<file path="src/rtl/count_event_mon.sv">
// Event monitor for a free-running counter: detects wrap, threshold crossing and (optionally) stall,
// queueing {code, value} records in a FWFT FIFO. Define COUNT_EVENT_MON_STALL_EN for stall detection.
module count_event_mon #(
    parameter int unsigned WIDTH        = 8,
    parameter int unsigned DEPTH        = 4,
    parameter int unsigned STALL_CYCLES = 16
) (
    input  logic             clk,
    input  logic             rst,
    input  logic [WIDTH-1:0] q,
    input  logic [WIDTH-1:0] thresh,
    output logic             evt_valid,
    input  logic             evt_ready,
    output logic [1:0]       evt_code,
    output logic [WIDTH-1:0] evt_value,
    output logic             overflow,
    input  logic             clr_ovf
);

    localparam int unsigned PtrW = $clog2(DEPTH);
    localparam logic [PtrW:0] FullCnt = (PtrW + 1)'(DEPTH);

    typedef enum logic [1:0] {
        CodeWrap   = 2'd0,
        CodeThresh = 2'd1,
        CodeStall  = 2'd2
    } code_e;

    if (DEPTH < 2 || (DEPTH & (DEPTH - 1)) != 0) begin : g_bad_depth
        $error("DEPTH must be a power of two and at least 2");
    end
    if (STALL_CYCLES < 2) begin : g_bad_stall
        $error("STALL_CYCLES must be at least 2");
    end

    logic [WIDTH-1:0] q_prev;
    logic             primed;
    logic             evt_wrap;
    logic             evt_thresh;
    logic             evt_stall;
    logic             evt_det;
    code_e            evt_code_new;

    always_ff @(posedge clk) begin
        if (rst) begin
            q_prev <= '0;
            primed <= 1'b0;
        end else begin
            q_prev <= q;
            primed <= 1'b1;
        end
    end

    // Wrap needs q < q_prev, a crossing needs q > q_prev, a stall needs q == q_prev,
    // so at most one of these is ever true in a cycle.
    assign evt_wrap   = primed && (q < q_prev);
    assign evt_thresh = primed && (q_prev < thresh) && (q >= thresh);

`ifdef COUNT_EVENT_MON_STALL_EN
    localparam int unsigned StallW = $clog2(STALL_CYCLES + 1);
    localparam logic [StallW-1:0] StallFire = StallW'(STALL_CYCLES - 1);
    localparam logic [StallW-1:0] StallSat  = StallW'(STALL_CYCLES);

    logic [StallW-1:0] stall_cnt;
    logic [StallW-1:0] stall_cnt_d;

    // Counter saturates one past the firing value so a long hold fires only once.
    always_comb begin
        stall_cnt_d = stall_cnt;
        evt_stall   = 1'b0;
        if (!primed || q != q_prev) begin
            stall_cnt_d = '0;
        end else begin
            evt_stall = (stall_cnt == StallFire);
            if (stall_cnt != StallSat) begin
                stall_cnt_d = stall_cnt + StallW'(1);
            end
        end
    end

    always_ff @(posedge clk) begin
        if (rst) begin
            stall_cnt <= '0;
        end else begin
            stall_cnt <= stall_cnt_d;
        end
    end
`else
    assign evt_stall = 1'b0;
`endif

    assign evt_det = evt_wrap | evt_thresh | evt_stall;

    always_comb begin
        if (evt_wrap) begin
            evt_code_new = CodeWrap;
        end else if (evt_thresh) begin
            evt_code_new = CodeThresh;
        end else begin
            evt_code_new = CodeStall;
        end
    end

    logic [WIDTH+1:0] mem [DEPTH];
    logic [PtrW-1:0]  wr_ptr_q, wr_ptr_d;
    logic [PtrW-1:0]  rd_ptr_q, rd_ptr_d;
    logic [PtrW:0]    count_q, count_d;
    logic             ovf_q, ovf_d;
    logic             full;
    logic             push;
    logic             pop;
    logic             drop;
    logic [WIDTH+1:0] head;

    assign full = (count_q == FullCnt);
    assign pop  = evt_valid & evt_ready;
    assign push = evt_det & (~full | pop);
    assign drop = evt_det & full & ~pop;

    always_comb begin
        wr_ptr_d = wr_ptr_q;
        rd_ptr_d = rd_ptr_q;
        count_d  = count_q;
        if (push) begin
            wr_ptr_d = wr_ptr_q + PtrW'(1);
        end
        if (pop) begin
            rd_ptr_d = rd_ptr_q + PtrW'(1);
        end
        case ({push, pop})
            2'b10:   count_d = count_q + (PtrW + 1)'(1);
            2'b01:   count_d = count_q - (PtrW + 1)'(1);
            default: count_d = count_q;
        endcase
        // A drop coinciding with a clear keeps the flag set.
        ovf_d = drop | (ovf_q & ~clr_ovf);
    end

    always_ff @(posedge clk) begin
        if (rst) begin
            wr_ptr_q <= '0;
            rd_ptr_q <= '0;
            count_q  <= '0;
            ovf_q    <= 1'b0;
        end else begin
            wr_ptr_q <= wr_ptr_d;
            rd_ptr_q <= rd_ptr_d;
            count_q  <= count_d;
            ovf_q    <= ovf_d;
        end
    end

    always_ff @(posedge clk) begin
        if (push) begin
            mem[wr_ptr_q] <= {evt_code_new, q};
        end
    end

    // Head is gated so stale storage never shows through while empty.
    assign head      = mem[rd_ptr_q];
    assign evt_valid = (count_q != '0);
    assign evt_code  = evt_valid ? head[WIDTH+1:WIDTH] : 2'd0;
    assign evt_value = evt_valid ? head[WIDTH-1:0] : '0;
    assign overflow  = ovf_q;

endmodule

</file>
<file path="config.mk">
export PLATFORM = sky130hd
export DESIGN_NAME = count_event_mon
export DESIGN_NICKNAME = d
export VERILOG_FILES = /design/src/rtl/count_event_mon.sv
export SDC_FILE = /design/constraint.sdc
export NUM_CORES = 1
export LEC_CHECK = 0
export ABC_CLOCK_PERIOD_IN_PS = 3300
export CAP_MARGIN = 20
export CORE_ASPECT_RATIO = 0.9
export CORE_MARGIN = 10
export CORE_UTILIZATION = 25
export DETAILED_ROUTE_END_ITERATION = 8
export HOLD_SLACK_MARGIN = 0.15
export PLACE_DENSITY = 0.49
export SLEW_MARGIN = 10
export SYNTH_ARGS = -nofsm -noshare
export SYNTH_HDL_FRONTEND = slang
export SYNTH_SLANG_ARGS = --single-unit
</file>
<file path="constraint.sdc">
create_clock -name clk -period 3.3 [get_ports clk]
set_clock_uncertainty 0.05 [all_clocks]
set_input_delay 0.33 -clock clk [delete_from_list [all_inputs] [get_ports clk]]
set_output_delay 0.33 -clock clk [all_outputs]
set_load 0.005 [all_outputs]
</file>
; Word level (Yosys, flattened, before mapping)
; Memories as Yosys holds them, arrays and structs flattened. A register that Yosys moved wholly into a read port is not among the register bits.
; Cells that the tools add are included.
[op_classes]
order_cmp = 3
n_bitwise = 11
n_eq_ne = 3
n_mux = 10
n_reduce_logical = 5
addsub = 4
[ops]
columns = op, count
row1 = 8-bit < comparator, 2
row2 = 2-bit 2-to-1 mux, 5
row3 = 8-bit greater-or-equal comparator, 1
row4 = 8-bit 2-to-1 mux, 1
row5 = 3-bit one-hot mux with 2 select lines, 1
row6 = 1-bit AND, 5
row7 = "2-bit by 1-bit adder with 2-bit output, second input constant", 2
row8 = "3-bit by 1-bit adder with 3-bit output, second input constant", 1
row9 = "3-bit == test, second input constant", 1
row10 = 1-bit logical AND, 3
row11 = 1-bit 2-to-1 mux, 3
row12 = 1-bit inverter, 3
row13 = 1-bit bitwise OR, 3
row14 = 3-bit nonzero test, 1
row15 = "3-bit by 1-bit subtractor with 3-bit output, second input constant", 1
row16 = "2-bit by 1-bit == test with 1-bit output, second input constant", 1
row17 = "2-bit == test, second input constant", 1
row18 = 2-bit nonzero test, 1
[totals]
mem_bits_rw = 40
inputBits = 20
output_inout_bits = 12
n_memories = 1
regBits = 17
[mem_list]
columns = memory, words, word_bits, read_ports, rd_clocked_by_memory_dff, write_ports, line_no
row1 = mem, 4, 10, 1, 1, 1, 104  ; logic [WIDTH+1:0] mem [DEPTH];

; Depth between registers and ports, before layout
; Gate-level depths: netlist (run 1).
[logic_depth]
depth_word = 7
ltp_mapped = 12
mapped_depth_nobuf = 11

; Worst setup path after synthesis (run 1)
; Ideal clock, no wire load.
[synth_path]
path_type = in2reg
start = input port thresh[1]
end = register count_q[2]
n_path_buf = 1
t_arrival_ps = 2599
required_time_ps = 3127
path_stages = 12
setup_slack_ps = 527
cell_sequence = inv_1 > ha_1 > or3b_1 > o2111ai_2 > a21oi_2 > o32ai_2 > buf_4 > nor2_1 > fa_1 > and3_1 > mux2i_1 > mux2_1
[synth_via]
elab_chain_cells = 7
word_cells_on_any_way = 10
cone_classes = 2 x order compare / 2 x eq/ne / 1 x mux / 2 x bitwise / 3 x reduce/logical
[synth_lines]
columns = item, line_no
row1 = start: declaration, 11  ; input logic [WIDTH-1:0] thresh,
row2 = 8-bit < comparator, 57  ; assign evt_thresh = primed && (q_prev < thresh) && (q >= thresh);
row3 = 1-bit logical AND, 57
row4 = 1-bit logical AND (*), 57
row5 = 1-bit bitwise OR (*), 92  ; assign evt_det = evt_wrap | evt_thresh | evt_stall;
row6 = 1-bit AND (*), 117  ; assign push = evt_det & (~full | pop);
row7 = 2-bit by 1-bit == test with 1-bit output or 2-bit == test (tied branches), 130  ; case ({push, pop})
row8 = 3-bit one-hot mux with 2 select lines or 2-bit nonzero test (tied branches), --
row9 = end signal: assignment, 148  ; count_q <= count_d;
row10 = end: declaration, 107  ; logic [PtrW:0] count_q, count_d;
; Every way passes the cells marked *; elsewhere a longest branch is shown, timed or not.
; A chain may end at the register's enable or synchronous reset.

; Worst setup path in the final report (run 1)
; Ends and elaborated chain as after synthesis.

==> results of run 1 <==
==> path summary, 6_finish.rpt <==
check               from          end  slack [ns]  cells past startpoint
max            thresh[1]   count_q[2]        0.36                     12
min          wr_ptr_q[0]  wr_ptr_q[0]        0.47                      2
min reg2reg  wr_ptr_q[0]  wr_ptr_q[0]        0.47                      2
max reg2reg    q_prev[1]   count_q[2]        0.59                     10
==> per-layer routing <==
layer | track usage | up-vias | part of all wire
met5 | 0 | - | 0
met4 | 0.02747 | 0 | 0.010
met3 | 0.03311 | 7 | 0.059
met2 | 0.1194 | 38 | 0.44
met1 | 0.09084 | 819 | 0.49
li1 | - | 892 | -
==> cell families after synthesis <==
| logic type | after synthesis |
|---|---|
| fa+ha+maj | 27 |
| simple gates | 60 |
| xor+xnor | 3 |
| mux | 13 |
| buf+inv | 27 |
| flops | 59 |
| compound gates | 26 |
==> layout make-up <==
cell class	instances	share of cell area
multi-input cells	129	0.3094
well taps	152	0.05106
clock inverters	7	0.02687
clock buffers	9	0.06046
inverters	20	0.02015
repair buffers	43	0.1075
flip-flops and latches	59	0.4246
==> metrics by stage <==
step | utilization | area [sq um] | setup TNS (ns) | hold WS, ns
floorplan | - | 2848 | 0 | 0.3651
global placement | 0.3093 | 3400 | 0 | 0.4501
detailed placement | 0.3093 | 3400 | -0.01314 | 0.4642
CTS | 0.3389 | 3725 | 0 | 0.4717
global route | 0.3389 | 3725 | 0 | 0.5098
finish | 0.3389 | 3725 | 0 | 0.4662
==> placed cells by master (no fill, tap or decap), drive strengths merged, types with 2 or more instances in the layout <==
cell,n
a211oi,3
a21oi,6
and2,11
and3,6
buf,12
bufinv,2
clkbuf,9
clkdlybuf4s50,31
clkinv,3
dfxtp,19
edfxtp,40
ha,26
inv,22
mux2i,2
mux4,10
nand2,9
nand3,2
nand3b,2
nor2,11
nor2b,9
nor4,2
o2111ai,3
o21ai,7
o32ai,2
or3b,2
xnor2,2
==> flip-flops by register name, indices dropped and copies added, names as in the netlist, named ones only <==
name	cells
count_q	3
mem	40
overflow	1
primed	1
q_prev	8
rd_ptr_q	2
wr_ptr_q	2
==> critical path, stage by stage <==
cell and delay (ns):
clkdlybuf4s50_1 0.45, inv_1 0.07, ha_1 0.23, or3b_1 0.39, o2111ai_2 0.11, a21oi_2 0.09, o32ai_2 0.33, nor2_1 0.10
fa_1 0.38, and3_1 0.16, mux2i_1 0.13, mux2_1 0.32
==> where the power goes <==
group	leakage, nW	internal, mW	switching, mW
clock network	0.160	0.666	0.341
registers	0.522	0.874	0.0846
logic	0.740	0.420	0.292
total	1.42	1.96	0.718
==> reports/results.ini, run 1 <==
[synthesis]
synth_cell_types = 45
synthArstFlopShare = 0
syn_inst = 215
yosys-top-cells-count = edfxtp_1, ha_1, dfxtp_1, inv_1
synth_edf_count = 40
avgSynthCellArea_sq_um = 13.25
synth_mux_area_frac = 0.09007
ys.flop_type = edfxtp_1
yosysWarnings = 0
synth.net_count = 262
synth_seq_area_share = 0.5554
yosys.area.top_type = edfxtp_1
synth-simple-area-share = 0.1186
yosys-top-cells-area = edfxtp_1, dfxtp_1, ha_1, mux4_2, inv_1
synth-seq-cells = 59
synth_compound_area_frac = 0.06547
synthAdderAreaFrac = 0.1213
synth_top_family_by_area = adder cells
synthXorXnorAreaFrac = 0.009227
synth_most_common_cell = edfxtp_1
synth_area_sq_um = 2848
synth_top_area_frac = 0.4218

[cts]
cts_buffer_depth = 2
cts_resized = 0
cts_tree = yes
hold_buffers = 0
cts_root_buf = clkbuf_16
post-cts-setup-buffer-count = 0
path_clk_slew_ns = 0.05
cts_htree_levels = 3
cts_made_buffers = 9
clk_latency_ns = 0.32
clock-sinks = 59

[floorplan]
core_sq_um = 10990
die_width_um = 132.5
top_level_ports = 32
fp-row-count = 36
start_util = 0.2591
die_h_um = 121.3
dieArea_sq_um = 16070

[placement]
dpl.hpwl_um = 4308
dpl.cell_count = 403
port_buffers = 31
pre_cts_slack_ns = -0.01314
place_congestion = 0.7349

[final_layout]
nFillCells = 1115
final-instance-count-excl-fill = 419
diodes = 0
nets = 309
multi_input_comb_area_sq_um = 1152
area.sequential_sq_um = 1582
drive_gt1_frac = 0.1573
syn_to_final_growth_pct = 30.80

[route]
drc_errors = 0
via_per_inst = 4.191
wirelength_um = 5757
drtPass1Iterations = 4
wl_per_cell_um = 13.74
drtIter0Drc = 77
num_vias = 1756
ant_nets = 0

[sta]
fin_crit_sh = 0.8912
tightest_slew_ns = 0.7791
setup_ws_ns = 0.3590
finalMaxSlewViolations = 0
rsz0062_at_grt = false
setup_violations = 0
hold_violations = 0
period_needed_ns = 2.941
slew-limit-headroom = 0.4733
max_freq_mhz = 340.0

[run_status]
outcome = complete, no violations

[global_routing]
grt_pass1_vias = 1896
antenna_found_initial = 0
grt_pass1_wl_um = 9487
globalRouteTotalUtil = 0.07596
grt_max_degree = 20
grt-ovfl-total = 0

[worst_setup_path]
cp-end-kind = flop
cp.arrival_ns = 3.10
worstPathMaxFanout = 2
start_kind = input port
worstSetupPathType = in -> reg
required_ns = 3.46

[pwr]
power.density_nw_per_um2 = 718.8
finalPower_mw = 2.678
peakVddDrop_mv = 0.2405
p_leak_nw = 1.422

[hold_path]
hold_path.class = reg -> reg

[job]
cap_violations = 0

No activity file was read; power rests on OpenSTA's default activity.
==> run 2: changes to the inputs <==
Settings changed: ABC_CLOCK_PERIOD_IN_PS 3300 to default, CORE_ASPECT_RATIO 0.9 to default.
==> run 2 against run 1 <==
First-iteration DRC count fell by 16%. Routed wire length is 0.92% lower. Maximum frequency grew 2.1%. Die area about the same. Sequential share of layout area down 0.37 points. Core utilization up 0.32 points. Power is 4.6% higher. Global-route usage about the same. Combinational power is 0.8% lower. Critical endpoint unchanged.
==> reports/results.ini, run 2 (synthesized netlist as in run 1, its figures left out) <==
[final_layout]
layout_commonest_cell = edfxtp_1
top_register = mem
largest_reg_flops = 40  ; unchanged
diodes = 0  ; unchanged
top_regs = mem x40, q_prev x8, count_q x3
final_cell_mix = edfxtp_1, clkdlybuf4s50_1, ha_1
nets = 310  ; +0.32%
syn_to_final_growth_pct = 31.94
drive_gt1_frac = 0.1604  ; +0.003144
final-instance-count-excl-fill = 408  ; -2.6%

[hold_path]
hold_path.class = reg -> reg
hold_depth = 2  ; unchanged

[route]
ant_nets = 0  ; unchanged
drtIter0Drc = 65  ; -16%
via_per_inst = 4.328  ; +3.3%
wl_per_cell_um = 13.98  ; +1.8%
num_vias = 1766  ; +0.57%
wirelength_um = 5704  ; -0.92%
drc_errors = 0  ; unchanged
drtPass1Iterations = 4  ; unchanged

[worst_setup_path]
start_kind = input port
required_ns = 3.46  ; about the same
worstSetupPathType = in -> reg
cp-end-kind = flop
cp.arrival_ns = 3.04  ; -0.06 ns
reg2reg_depth = 10  ; unchanged
crit_slowest_cell = clkdlybuf4s50_1
max_stage_delay_ns = 0.45  ; about the same
path_cells = clkdlybuf4s50_1 -> inv_1 -> ha_1 -> or3b_1 -> o2111ai_2 -> a21oi_2 -> o32ai_2 -> nor2_1 -> fa_1 -> and3_1 -> mux2i_1 -> mux2_1
worstPathMaxFanout = 2  ; unchanged

[floorplan]
fp-row-count = 38  ; +5.6%
dieArea_sq_um = 16060  ; about the same
die_width_um = 126.7  ; -4.4%
core_sq_um = 10980  ; about the same
top_level_ports = 32  ; unchanged
start_util = 0.2593  ; about the same
die_h_um = 126.7  ; +4.5%

[sta]
tightest_slew_ns = 0.7519  ; -0.02715 ns
fin_tns_setup_ns = 0  ; unchanged
fin_crit_sh = 0.8727  ; -0.01847
max_freq_mhz = 347.2  ; +2.1%
slew-limit-headroom = 0.4916  ; +0.01836
setup_violations = 0  ; unchanged
period_needed_ns = 2.880  ; -0.06095 ns
rsz0062_at_grt = false
hold_violations = 0  ; unchanged
finalMaxSlewViolations = 0  ; unchanged

[global_routing]
top_usage_layer = met2
grt_pass1_vias = 1900  ; +0.21%
antenna_found_initial = 0  ; unchanged
grt_util_met1 = 0.09132  ; +0.0004739
grt-ovfl-total = 0  ; unchanged
globalRouteTotalUtil = 0.07557  ; -0.0003895
grt_pass1_wl_um = 9459  ; -0.30%
grt_max_degree = 15  ; -25%
use_met3 = 0.02874  ; -0.004375
met2_usage = 0.1139  ; -0.005462

[cts]
hold_buffers = 0  ; unchanged
cts_root_buf = clkbuf_16
cts_resized = 0  ; unchanged
cts_htree_levels = 3  ; unchanged
path_clk_slew_ns = 0.05  ; about the same
cts_tree = yes
clock-sinks = 59  ; unchanged
cts_made_buffers = 9  ; unchanged
clk_latency_ns = 0.32  ; about the same
post-cts-setup-buffer-count = 0  ; unchanged
cts_buffer_depth = 2  ; unchanged

[placement]
port_buffers = 31  ; unchanged
place_congestion = 0.7186  ; -2.2%
dpl.cell_count = 392  ; -2.7%
dpl.hpwl_um = 4195  ; -2.6%

[pwr]
p_leak_nw = 1.439  ; +1.1%
peakVddDrop_mv = 0.2767  ; +15%
power.density_nw_per_um2 = 745.7  ; +3.7%

[job]
cap_violations = 0  ; unchanged

[run_status]
outcome = complete, no violations

[run 2: path summary, 6_finish.rpt]
path | startpoint | endpoint | slack [ns]
max | thresh[1] | count_q[2] | 0.42
min | wr_ptr_q[0] | wr_ptr_q[0] | 0.47
min reg2reg | wr_ptr_q[0] | wr_ptr_q[0] | 0.47
max reg2reg | q_prev[1] | count_q[2] | 0.64
[run 2: routing by layer]
metal  part of all wire  wire, um
met1               0.49      2819
met2               0.44      2538
met3              0.042       241
met4              0.019       106
met5                  0         0
[run 2: where the power goes]
part | switching [mW] | leakage (nW) | internal, mW
clock | 0.325 | 0.172 | 0.811
combinational | 0.286 | 0.745 | 0.419
sequential | 0.0860 | 0.522 | 0.874
[run 2: worst max-delay path, delay by kind of cell]
family / cells / cell delay [ns]
fa+ha+maj: 2 / 0.61
simple gates: 3 / 0.62
mux: 2 / 0.47
compound gates: 3 / 0.50
buf+inv: 2 / 0.51
[run 2: metrics by stage]
| stage | hold WS [ns] | cell area (sq um) | power, mW | util | setup WS (ns) |
|---|---|---|---|---|---|
| after CTS | 0.4746 | 3757 | 2.855 | 0.3421 | 0.4103 |
| after global placement | 0.4597 | 3392 | 1.699 | 0.3088 | 0.09164 |
| after global routing | 0.5116 | 3757 | 2.968 | 0.3421 | 0.2895 |
| after detailed placement | 0.4659 | 3392 | 1.710 | 0.3088 | 0.06539 |
| after floorplan | 0.3651 | 2848 | 1.361 | - | 0.5272 |
| final | 0.4724 | 3757 | 2.802 | 0.3421 | 0.4200 |
[run 2: final cells by class]
| class | count | area [sq um] |
|---|---|---|
| Inverter | 20 | 75.07 |
| Sequential cell | 59 | 1582 |
| Clock inverter | 7 | 140.1 |
| Multi-Input combinational cell | 129 | 1152 |
| Fill cell | 1103 | 7226 |
| Tap cell | 140 | 175.2 |
| Clock buffer | 9 | 225.2 |
| Timing Repair Buffer | 44 | 407.9 |
